## src/rtl/fetch_unit.sv

```systemverilog
`default_nettype none
// ============================================================================
// Module      : fetch_unit
// Description : Fetch-stage front end with one outstanding imem request, a
//               stall-holding instruction buffer and redirect kill handling.
//               Optional perf counters enabled by `define FETCH_PERF_EN.
// Revision    : 1.0 - initial release
// ============================================================================
module fetch_unit #(
    parameter int                  PC_WIDTH    = 32,
    parameter int                  INSTR_WIDTH = 32,
    parameter logic [PC_WIDTH-1:0] RESET_PC    = '0
) (
    input  logic                   clk_i,
    input  logic                   rst_i,
    input  logic                   F_stall_i,
    input  logic                   redirect_i,
    input  logic [PC_WIDTH-1:0]    redirect_pc_i,
    output logic                   imem_req_o,
    output logic [PC_WIDTH-1:0]    imem_addr_o,
    input  logic                   imem_ready_i,
    input  logic                   imem_rvalid_i,
    input  logic [INSTR_WIDTH-1:0] imem_rdata_i,
    output logic [INSTR_WIDTH-1:0] instr_o,
    output logic [PC_WIDTH-1:0]    F_PC_o,
    output logic                   fetch_wait_o,
    output logic [31:0]            perf_fetched_o,
    output logic [31:0]            perf_wait_o
);

    typedef enum logic [1:0] {
        S_REQ   = 2'd0,
        S_WAIT  = 2'd1,
        S_HOLD  = 2'd2,
        S_DRAIN = 2'd3
    } state_t;

    localparam logic [PC_WIDTH-1:0] c_PC_STEP = PC_WIDTH'(4);

    state_t                 r_state;
    state_t                 w_state_nxt;
    logic [PC_WIDTH-1:0]    r_pc;
    logic [PC_WIDTH-1:0]    w_pc_nxt;
    logic [INSTR_WIDTH-1:0] r_instr;
    logic [INSTR_WIDTH-1:0] w_instr_nxt;
    logic                   r_valid;
    logic                   w_valid_nxt;
    logic                   w_consume;
    logic [PC_WIDTH-1:0]    w_redirect_pc;
    logic                   w_unused_ok;

    assign w_redirect_pc = {redirect_pc_i[PC_WIDTH-1:2], 2'b00};
    assign w_unused_ok   = &{1'b0, redirect_pc_i[1:0]};
    assign w_consume     = (r_state == S_HOLD) & ~F_stall_i & ~redirect_i;

    always_ff @(posedge clk_i) begin
        if (rst_i) begin
            r_state <= S_REQ;
            r_pc    <= RESET_PC;
            r_instr <= '0;
            r_valid <= 1'b0;
        end else begin
            r_state <= w_state_nxt;
            r_pc    <= w_pc_nxt;
            r_instr <= w_instr_nxt;
            r_valid <= w_valid_nxt;
        end
    end

    always_comb begin
        w_state_nxt = r_state;
        w_pc_nxt    = r_pc;
        w_instr_nxt = r_instr;
        w_valid_nxt = r_valid;
        if (redirect_i) begin
            w_pc_nxt    = w_redirect_pc;
            w_valid_nxt = 1'b0;
            // Any request already accepted must have its response drained.
            // A response arriving in the redirect cycle itself closes it out.
            case (r_state)
                S_REQ:   w_state_nxt = imem_ready_i  ? S_DRAIN : S_REQ;
                S_WAIT:  w_state_nxt = imem_rvalid_i ? S_REQ   : S_DRAIN;
                S_HOLD:  w_state_nxt = S_REQ;
                S_DRAIN: w_state_nxt = imem_rvalid_i ? S_REQ   : S_DRAIN;
                default: w_state_nxt = S_REQ;
            endcase
        end else begin
            case (r_state)
                S_REQ: begin
                    if (imem_ready_i) begin
                        w_state_nxt = S_WAIT;
                    end
                end
                S_WAIT: begin
                    if (imem_rvalid_i) begin
                        w_instr_nxt = imem_rdata_i;
                        w_valid_nxt = 1'b1;
                        w_state_nxt = S_HOLD;
                    end
                end
                S_HOLD: begin
                    if (w_consume) begin
                        w_pc_nxt    = r_pc + c_PC_STEP;
                        w_valid_nxt = 1'b0;
                        w_state_nxt = S_REQ;
                    end
                end
                S_DRAIN: begin
                    if (imem_rvalid_i) begin
                        w_state_nxt = S_REQ;
                    end
                end
                default: w_state_nxt = S_REQ;
            endcase
        end
    end

    assign imem_req_o   = (r_state == S_REQ) & ~rst_i;
    assign imem_addr_o  = r_pc;
    assign instr_o      = r_valid ? r_instr : '0;
    assign F_PC_o       = r_valid ? r_pc : '0;
    assign fetch_wait_o = ~r_valid;

`ifdef FETCH_PERF_EN
    logic [31:0] r_perf_fetched;
    logic [31:0] r_perf_wait;

    always_ff @(posedge clk_i) begin
        if (rst_i) begin
            r_perf_fetched <= '0;
            r_perf_wait    <= '0;
        end else begin
            if (w_consume) begin
                r_perf_fetched <= r_perf_fetched + 32'd1;
            end
            if (!r_valid) begin
                r_perf_wait <= r_perf_wait + 32'd1;
            end
        end
    end

    assign perf_fetched_o = r_perf_fetched;
    assign perf_wait_o    = r_perf_wait;
`else
    assign perf_fetched_o = '0;
    assign perf_wait_o    = '0;
`endif

endmodule
`default_nettype wire

```

## config.mk

```make
export PLATFORM = sky130hd
export DESIGN_NAME = fetch_unit
export DESIGN_NICKNAME = d
export VERILOG_FILES = /design/src/rtl/fetch_unit.sv
export SDC_FILE = /design/constraint.sdc
export NUM_CORES = 1
export LEC_CHECK = 0
export ABC_AREA = 1
export BUFFER_PORTS_ARGS = -buffer_cell sky130_fd_sc_hd__buf_2
export CORE_MARGIN = 3
export CORE_UTILIZATION = 41
export DETAILED_ROUTE_END_ITERATION = 7
export GPL_ROUTABILITY_DRIVEN = 0
export PLACE_DENSITY_LB_ADDON = 0.1
export SLEW_MARGIN = 20
export SYNTH_ARGS = -nofsm -noshare
export SYNTH_HDL_FRONTEND = slang
export SYNTH_SLANG_ARGS = --single-unit
export TNS_END_PERCENT = 5
```

## constraint.sdc

```tcl
create_clock -name clk_i -period 1.4 [get_ports clk_i]
set_input_delay 0.28 -clock clk_i [delete_from_list [all_inputs] [get_ports clk_i]]
set_output_delay 0.28 -clock clk_i [all_outputs]
set_load 0.005 [all_outputs]
```

==> impl_metrics.env <==
export IMPL_slew_violations=0
export IMPL_fin_worst_skew_ps=12.1
export IMPL_num_rows=37
export IMPL_ys_seq_area_share_pct=29.8
export IMPL_worstHoldPathCells=3
export IMPL_irDropWorstVdd_mv=0.737
export IMPL_cp_max_fo=6
export IMPL_yosys_area_top_type="dfxtp_1"
export IMPL_grt_pass1_vias=4408
export IMPL_synthArstFlopShare_pct=0
export IMPL_dpl_hpwl_um=9800
export IMPL_cp_arrival_ps=1670
export IMPL_violations="negative setup slack"
export IMPL_die_h_um=109
export IMPL_synth_distinct_cells=36
export IMPL_vias_per_cell=4.53
export IMPL_crit_slowest_cell="dfxtp_2"
export IMPL_crit_buf_inv=0
export IMPL_cts_sinks=65
export IMPL_wirelength_um=12900
export IMPL_area_delta_synth_final_pct=33.4
export IMPL_rsz0062_at_grt="yes"
export IMPL_final_period_utilization_pct=104
export IMPL_powerDensity_nw_per_um2=814
export IMPL_cts_htree_levels=3
export IMPL_reg2reg_depth=10
export IMPL_hold_viol=0
export IMPL_synth_top_area_share_pct=29.8
export IMPL_synth_ff_type="dfxtp_1"
export IMPL_nets=989
export IMPL_yosysWarnings=0
export IMPL_numCtsBuffers=9
export IMPL_setup_violations=37
export IMPL_critPathLaunchType="flop"
export IMPL_layout_min_cycle_time_ps=1450
export IMPL_drcViolationCount=0
export IMPL_worstSetupEndpointType="flop"
export IMPL_wl_per_cell_um=12.2
export IMPL_path_delay_family="simple AND/OR/NAND/NOR gates"
export IMPL_drtIter0Drc=206
export IMPL_postRouteAntennaNets=0
export IMPL_synth_edf_count=0
export IMPL_drive_above_1_share_pct=32.0
export IMPL_leakagePower_uw=0.00342
export IMPL_num_antenna_cells=0
export IMPL_start_util_pct=42.2
export IMPL_crit_type="reg2reg"
export IMPL_synth_area_leaders="dfxtp_1, nand2_1, buf_4"
export IMPL_grt_overflow_total=0
export IMPL_core_sq_um=10400
export IMPL_cpMostUsedCell="nand2_1"
export IMPL_clockBufferDepth=2
export IMPL_maxCapViolCount=0
export IMPL_final_core_util_pct=56.2
export IMPL_synth_common_cells="nand2_1, nor2_1, inv_1, buf_4, dfxtp_1"
export IMPL_crit_required_ps=1620
export IMPL_setup_ws_ps=-50.8
export IMPL_slowest_delay_ps=360
export IMPL_yosys_cell_count_top_type="nand2_1"
export IMPL_status="complete, but fails checks"
export IMPL_hold_path_class="in2reg"
export IMPL_clk_latency_ps=350
export IMPL_vias=4800
export IMPL_fp_dieArea_sq_um=11900
export IMPL_antenna_found_initial=0
export IMPL_holdWs_ps=159
export IMPL_syn_inst=716
export IMPL_synth_seq_cells=65
export IMPL_syn_area_per_cell_sq_um=6.11
export IMPL_cts_tree="yes"
export IMPL_grt_max_degree=34
export IMPL_io_buffer_count=161
export IMPL_syn_area_sq_um=4370
export IMPL_crit_chain="ha_4 -> nand2_2 -> nor2_4 -> nand2_4 -> nor2_4 -> nand2_1 -> nand2_1 -> nand3_1 -> nand2_1 -> a21oi_2"
export IMPL_pin_count=232
export IMPL_clockRootBuffer="clkbuf_8"
export IMPL_die_x_um=109
export IMPL_grt_use_total_pct=21.1
export IMPL_grt_pass1_wl_um=20300
export IMPL_dpl_cell_count=1041
export IMPL_dr_pass1_iters=5
export IMPL_final_cells=1059
export IMPL_fmax_mhz=689
export IMPL_crit_cells=10
export IMPL_clkTransAtPathRegs_ps=80
area by class of cell:
| class | count | area, sq um |
|---|---|---|
| Multi-Input combinational cell | 512 | 2330 |
| Inverter | 108 | 407 |
| Timing Repair Buffer | 222 | 1360 |
| Sequential cell | 65 | 1320 |
| Clock inverter | 6 | 115 |
| Tap cell | 136 | 170 |
| Fill cell | 1070 | 4540 |
| Clock buffer | 10 | 128 |
layer usage:
metal | routed length, um | vias to the layer above | GRT usage [%]
met5 | 0 | - | 0
met4 | 139 | 0 | 5.08
met3 | 1220 | 10 | 5.57
met2 | 6290 | 186 | 35.6
met1 | 5240 | 2140 | 26.7
li1 | - | 2464 | -
state kept, by name, indices dropped and copies added (netlist names):
name	cells
imem_addr_o	30
r_instr	32
r_state	2
r_valid	1
worst paths after layout:
kind	from	endpoint	slack [ps]
worst max register to register	imem_addr_o[3]$_SDFFE_PP0P_	imem_addr_o[22]$_SDFFE_PP0P_	-50
worst max-delay path	imem_addr_o[3]$_SDFFE_PP0P_	imem_addr_o[22]$_SDFFE_PP0P_	-50
worst min-delay path	imem_rdata_i[18]	r_instr[18]$_SDFFE_PP0P_	160
worst min register to register	imem_addr_o[29]$_SDFFE_PP0P_	imem_addr_o[29]$_SDFFE_PP0P_	510
through the flow:
stage	setup slack [ps]	setup TNS, ps	cell area, sq um	total power [uW]
global placement	-37.0	-141	5490	2770
finish	-50.8	-499	5830	4750
floorplan	17.7	0	4630	2540
global route	-170	-6390	5830	4980
CTS	-62.0	-1020	5770	4780
detailed placement	-86.7	-511	5490	2790
tightest hold or removal path, stage by stage:
cell and delay [ps]:
buf_2 70, nor2_1 30, nor2_1 80
where the power goes:
| group | leakage, uW | switching, uW | internal [uW] | total [uW] |
|---|---|---|---|---|
| combinational | 0.00276 | 414 | 328 | 741 |
| clock | 0.000117 | 790 | 1190 | 1980 |
| sequential | 0.000537 | 77.0 | 1950 | 2020 |
| total | 0.00342 | 1280 | 3470 | 4750 |
what timing repair did:
item	in CTS	in global routing
endpoints found under the setup margin	77	118
hold buffers	0	0
resized for setup	12	23
pin swaps	12	9
buffers inserted	1	1
gates cloned	0	0
cell families after synthesis:
logic type               after synthesis  share of synthesized area (%)
adder cells (fa/ha/maj)                1                          0.286
other                                  1                         0.0858
AO/OA/AOI/OAI                         89                           11.2
flip-flops                            65                           29.8
XOR/XNOR                               3                          0.601
buffers and inverters                206                           24.1
AND/OR/NAND/NOR                      351                           33.9
placed cells by master (no fill, tap or decap), types with 2 or more instances in the layout:
cell type	count
o21ai_0	47
clkbuf_8	9
bufinv_16	3
a22oi_1	5
inv_1	101
nand2_2	6
nor3_1	5
nor2_4	7
a31oi_1	6
nand4_1	2
buf_12	7
o21bai_1	2
nor2_1	105
nand3_1	43
conb_1	68
o21ai_1	3
dfxtp_1	51
nand2_1	160
nand3_2	2
nor3_2	2
buf_2	161
buf_4	53
xor2_1	3
inv_2	6
a21oi_1	20
a21oi_2	2
dfxtp_2	13
nor2_2	15
(Power assumes the default switching activity.)
